**config.mk**
```make
export PLATFORM = sky130hd
export DESIGN_NAME = data_table_rd_server
export DESIGN_NICKNAME = d
export VERILOG_FILES = /design/src/rtl/hash_table_pkg.sv /design/src/rtl/data_table_rd_pipe.sv /design/src/rtl/data_table_rd_server.sv
export SDC_FILE = /design/constraint.sdc
export NUM_CORES = 2
export LEC_CHECK = 0
export ABC_CLOCK_PERIOD_IN_PS = 8500
export CAP_MARGIN = 20
export CORE_MARGIN = 3
export CORE_UTILIZATION = 40
export DETAILED_ROUTE_END_ITERATION = 16
export GPL_ROUTABILITY_DRIVEN = 0
export PLACE_DENSITY = 0.54
export SYNTH_ARGS = -nofsm -noshare
export SYNTH_HDL_FRONTEND = slang
export SYNTH_SLANG_ARGS = --single-unit
```
**constraint.sdc**
```tcl
create_clock -name clk_i -period 8.5 [get_ports clk_i]
set_clock_uncertainty 0.15 [all_clocks]
set_input_delay 0.85 -clock clk_i [delete_from_list [all_inputs] [get_ports clk_i]]
set_output_delay 0.85 -clock clk_i [all_outputs]
set_load 0.005 [all_outputs]
```
**src/rtl/hash_table_pkg.sv**
```systemverilog
// Shared hash-table types: RAM data word, table address width and
// the engine-index width helper used by the data-table read server.
package hash_table;

  localparam int TABLE_ADDR_WIDTH = 8;

  typedef logic [15:0] ram_data_t;

  function automatic int data_table_eng_idx_w(input int n);
    return (n > 1) ? $clog2(n) : 1;
  endfunction

endpackage

```
**src/rtl/data_table_rd_pipe.sv**
```systemverilog
// Fixed-latency shift line carrying accepted reads to the response port.
// DATA_TABLE_RAW_BYPASS_EN patches in-flight data with same-address writes.
module data_table_rd_pipe
  import hash_table::*;
#(
  parameter int LAT = 2,
  parameter int IW  = 2,
  parameter int AW  = TABLE_ADDR_WIDTH
) (
  input  logic            clk,
  input  logic            rst,
  input  logic            in_valid,
  input  logic [IW-1:0]   in_idx,
  input  logic [AW-1:0]   in_addr,
  input  ram_data_t       in_data,
  input  logic            wr_en,
  input  logic [AW-1:0]   wr_addr,
  input  ram_data_t       wr_data,
  output logic            out_valid,
  output logic [IW-1:0]   out_idx,
  output ram_data_t       out_data
);

  for (genvar i = 0; i < LAT; i++) begin : g_stg
    logic          p_vld;
    logic [IW-1:0] p_idx;
    logic [AW-1:0] p_adr;
    ram_data_t     p_dat;
    ram_data_t     n_dat;

    logic          r_vld;
    logic [IW-1:0] r_idx;
    logic [AW-1:0] r_adr;
    ram_data_t     r_dat;

    if (i == 0) begin : g_head
      assign p_vld = in_valid;
      assign p_idx = in_idx;
      assign p_adr = in_addr;
      assign p_dat = in_data;
    end else begin : g_body
      assign p_vld = g_stg[i-1].r_vld;
      assign p_idx = g_stg[i-1].r_idx;
      assign p_adr = g_stg[i-1].r_adr;
      assign p_dat = g_stg[i-1].r_dat;
    end

`ifdef DATA_TABLE_RAW_BYPASS_EN
    // later stages see later writes, so the youngest write wins
    assign n_dat = (wr_en && wr_addr == p_adr) ? wr_data : p_dat;
`else
    assign n_dat = p_dat;
`endif

    // payload holds when idle so the output keeps the last read value
    always_ff @(posedge clk) begin
      if (rst) begin
        r_vld <= 1'b0;
        r_idx <= '0;
        r_adr <= '0;
        r_dat <= '0;
      end else begin
        r_vld <= p_vld;
        if (p_vld) begin
          r_idx <= p_idx;
          r_adr <= p_adr;
          r_dat <= n_dat;
        end
      end
    end
  end

  assign out_valid = g_stg[LAT-1].r_vld;
  assign out_idx   = g_stg[LAT-1].r_idx;
  assign out_data  = g_stg[LAT-1].r_dat;

`ifdef DATA_TABLE_RAW_BYPASS_EN
  logic unused;
  assign unused = ^g_stg[LAT-1].r_adr;
`else
  logic unused;
  assign unused = ^{wr_en, wr_addr, wr_data, g_stg[LAT-1].r_adr};
`endif

endmodule

```
**src/rtl/data_table_rd_server.sv**
```systemverilog
// Data-table read responder: slot ring, RAM, fixed-latency read return.
// Build option DATA_TABLE_RAW_BYPASS_EN enables write-to-read forwarding.
module data_table_rd_server
  import hash_table::*;
#(
  parameter int ENGINES_CNT = 3,
  parameter int RAM_LATENCY = 2,
  parameter int A_WIDTH     = TABLE_ADDR_WIDTH
) (
  input  logic                                clk_i,
  input  logic                                rst_i,
  output logic [ENGINES_CNT-1:0]              rd_avail_o,
  input  logic [ENGINES_CNT-1:0]              rd_en_i,
  input  logic [ENGINES_CNT-1:0][A_WIDTH-1:0] rd_addr_i,
  output ram_data_t                           rd_data_o,
  output logic [ENGINES_CNT-1:0]              rd_data_val_o,
  input  logic                                wr_en_i,
  input  logic [A_WIDTH-1:0]                  wr_addr_i,
  input  ram_data_t                           wr_data_i,
  output logic                                slot_err_o
);

  localparam int IW = data_table_eng_idx_w(ENGINES_CNT);

  ram_data_t ram [2**A_WIDTH];

  logic [ENGINES_CNT-1:0] avail;
  logic [ENGINES_CNT-1:0] hit;
  logic                   acc_vld;
  logic [IW-1:0]          acc_idx;
  logic [A_WIDTH-1:0]     acc_addr;
  logic                   out_vld;
  logic [IW-1:0]          out_idx;
  ram_data_t              out_data;
  logic                   err;

  always_ff @(posedge clk_i) begin
    if (rst_i) begin
      avail <= ENGINES_CNT'(1);
    end else begin
      avail <= {avail[ENGINES_CNT-2:0], avail[ENGINES_CNT-1]};
    end
  end

  // slot is one-hot, so at most one request can hit
  assign hit     = rd_en_i & avail;
  assign acc_vld = |hit;

  always_comb begin
    acc_idx  = '0;
    acc_addr = '0;
    for (int g = 0; g < ENGINES_CNT; g++) begin
      if (hit[g]) begin
        acc_idx  = IW'(g);
        acc_addr = rd_addr_i[g];
      end
    end
  end

  always_ff @(posedge clk_i) begin
    if (wr_en_i) begin
      ram[wr_addr_i] <= wr_data_i;
    end
  end

  always_ff @(posedge clk_i) begin
    if (rst_i) begin
      err <= 1'b0;
    end else if (|(rd_en_i & ~avail)) begin
      err <= 1'b1;
    end
  end

  data_table_rd_pipe #(
    .LAT (RAM_LATENCY),
    .IW  (IW),
    .AW  (A_WIDTH)
  ) u_pipe (
    .clk       (clk_i),
    .rst       (rst_i),
    .in_valid  (acc_vld),
    .in_idx    (acc_idx),
    .in_addr   (acc_addr),
    .in_data   (ram[acc_addr]),
    .wr_en     (wr_en_i),
    .wr_addr   (wr_addr_i),
    .wr_data   (wr_data_i),
    .out_valid (out_vld),
    .out_idx   (out_idx),
    .out_data  (out_data)
  );

  assign rd_avail_o    = avail;
  assign rd_data_o     = out_data;
  assign rd_data_val_o = out_vld ? (ENGINES_CNT'(1) << out_idx) : '0;
  assign slot_err_o    = err;

endmodule
```
==> results.md <==
* Startpoint Class: primary input
* Std cell rows at 233
* Pin count of the biggest net entering global routing at 181
* Gate count of the mapped netlist at 10500
* Critical path arrival at 7.17 ns
* Sequential fraction of the synthesis area at 0.762
* Reg clk slew, reported paths at 0.06 ns
* GRT Total Usage at 0.286
* Worst VDD drop at 193 uV
* DR vias/cell at 6.22
* Worst-Margin Slew at 1.44 ns
* CTS Sinks at 4138
* Starting density of the core at 0.402
* Period utilisation layout at 0.757
* Fin. max-slew vios at 0
* Post-CTS setup buffer count at 0
* Warning count from the yosys run at 0
* Global-route wire length before repair at 824000 um
* Residual DRC at 0
* Ys flop type: edfxtp_1
* Max clock buf depth at 4
* Post-synth EDFFs at 4096
* Initial antenna violation count at 59
* Setup WS pre-CTS at 1.04 ns
* TritonCTS Buffers at 429
* Syn Std Cell Area at 162000 sq um
* Post-route ant nets at 0
* Post-route cell area at 187000 sq um
* Mapped Avg Cell Area at 15.5 sq um
* Most frequent cells in the layout: edfxtp_1, nand2_1, mux2i_1
* Clk_lat worst skew at 1.04 ns
* Status: finished clean
* Asr flop ratio synth at 0
* Root Driver: clkbuf_16
* Post-route insts no fill at 16700
* Maxcap violations at 0
* Vias in the first global route at 96700
* Min Hold Slack at 0.110 ns
* Via count at 104000
* Die X at 643 um
* DRT iter0 DRCs at 16800
* Syn_nets at 10600
* Critical Path RT at 9.24 ns
* Critical Path End Type: register
* Io pins at 77
* PwrDens at 245 nW/um^2
* Post-Route WL at 609000 um
* TritonCTS clock tree: built
* Yosys reg bits at 4138
* Htree depth at 5
* Synth cell types at 91
* Die area at 414000 sq um
* RSZ-0062 raised after global routing: false
* Final setup violation count at 0
* Post-route setup TNS at 0 ns
* Share of cells above drive strength 1 at 0.142
* Max Clock Freq at 155 MHz
* Dpl cell area at 173000 sq um
* First-pass DRT Iterations at 7
* Min Tclk post-route at 6.44 ns
* Wire per inst at 36.4 um
* Dpl hpwl at 367000 um
* Slew margin rel. at 0.0428
* Final-report hold violation count at 0
* Final #Nets at 11000
* Synth-to-Final Area Change at 14.9%
* Port bufs at 76
* Cells on worst reg2reg path at 11
* Die Span Y at 643 um
* Leak at 0.0629 uW
* CTS resizes at 0
* Most common cell after layout, fill and taps aside: edfxtp_1
* Remaining Overflow, GRT at 0
* Hold Crit Depth at 2
* Hold Buf Count CTS at 0
* Min-delay worst type: in2reg
* Critical path class: in2reg
* DP Cell Count at 15900
* Min setup slack post-route at 2.06 ns
* CP max FO at 95
* Core Region at 404000 sq um
stage by stage:
stage,utilization,total power [uW]
global placement,0.426,27400
CTS,0.462,45700
detailed placement,0.428,27400
floorplan,-,25000
global route,0.462,46700
finish,0.462,45700
routing by layer:
metal,up-vias,part of all wire,global-route usage
met5,-,0.00043,0.00312
met4,12,0.059,0.147
met3,1265,0.11,0.0688
met2,6882,0.45,0.434
met1,54000,0.38,0.382
li1,41700,-,-
where the power goes:
group          switching, uW  leakage, uW  internal (uW)
clock network           8010      0.00668          10600
registers               68.2       0.0372          22500
logic                   3480       0.0191           1130
worst max-delay path: stages:
cell             delay [ns]
clkdlybuf4s50_1        0.70
nand2_1                0.37
a311o_2                0.71
nand2_8                0.64
buf_4                  0.38
buf_12                 0.45
mux2i_1                0.26
o22ai_1                0.11
a211oi_1               0.94
o22ai_1                0.40
a311oi_1               1.00
a21boi_1               0.16
cell usage after synthesis, drive strengths merged (42+ instances only):
library cell,count,area (sq um)
nor4,53,338
o21ai,112,561
a32oi,125,1090
nand2,1846,6950
buf,431,2840
mux4,139,3130
clkbuf,282,1060
o22ai,185,1160
mux2i,604,6050
nor2,355,1340
and3,244,1530
a211oi,278,2090
a21oi,434,2180
edfxtp,4096,123000
nand4,62,388
a31oi,195,1220
dfxtp,42,841
a311oi,57,512
nand3,535,2680
a22oi,57,428
layout make-up:
class	instances	area, sq um
antenna	42	105
clock buffer	559	11600
clock inverter	225	2150
fill	34800	217000
inverter	2	7.51
multi-input combinational	5653	35700
sequential	4138	124000
tap	5405	6760
timing repair buffer	685	6630
registers in the layout, indices dropped and copies added (netlist names):
signal and cells:
u_pipe.out_data 16, u_pipe.out_idx 2, u_pipe.g_stg.r_idx 2, u_pipe.g_stg.r_vld 1, rd_avail_o 3, u_pipe.g_stg.r_dat 16, ram 4096, u_pipe.out_valid 1
slot_err_o 1
path summary, 6_finish.rpt:
kind                                  from  slack, ns                   endpoint
setup / recovery                rd_en_i[1]       2.06  u_pipe.g_stg[0].r_dat[13]
hold / removal                       rst_i       0.11         u_pipe.out_data[2]
setup reg to reg             rd_avail_o[1]       2.07  u_pipe.g_stg[0].r_dat[13]
hold reg to reg   u_pipe.g_stg[0].r_idx[0]       0.34   u_pipe.g_stg[0].r_idx[0]
kinds of logic after synthesis:
family | share of synthesized area
AO/OA/AOI/OAI | 0.0715
flip-flops | 0.762
AND/OR/NAND/NOR | 0.0855
buffers and inverters | 0.0240
multiplexers | 0.0569
Power figures use the tool's default switching activity.
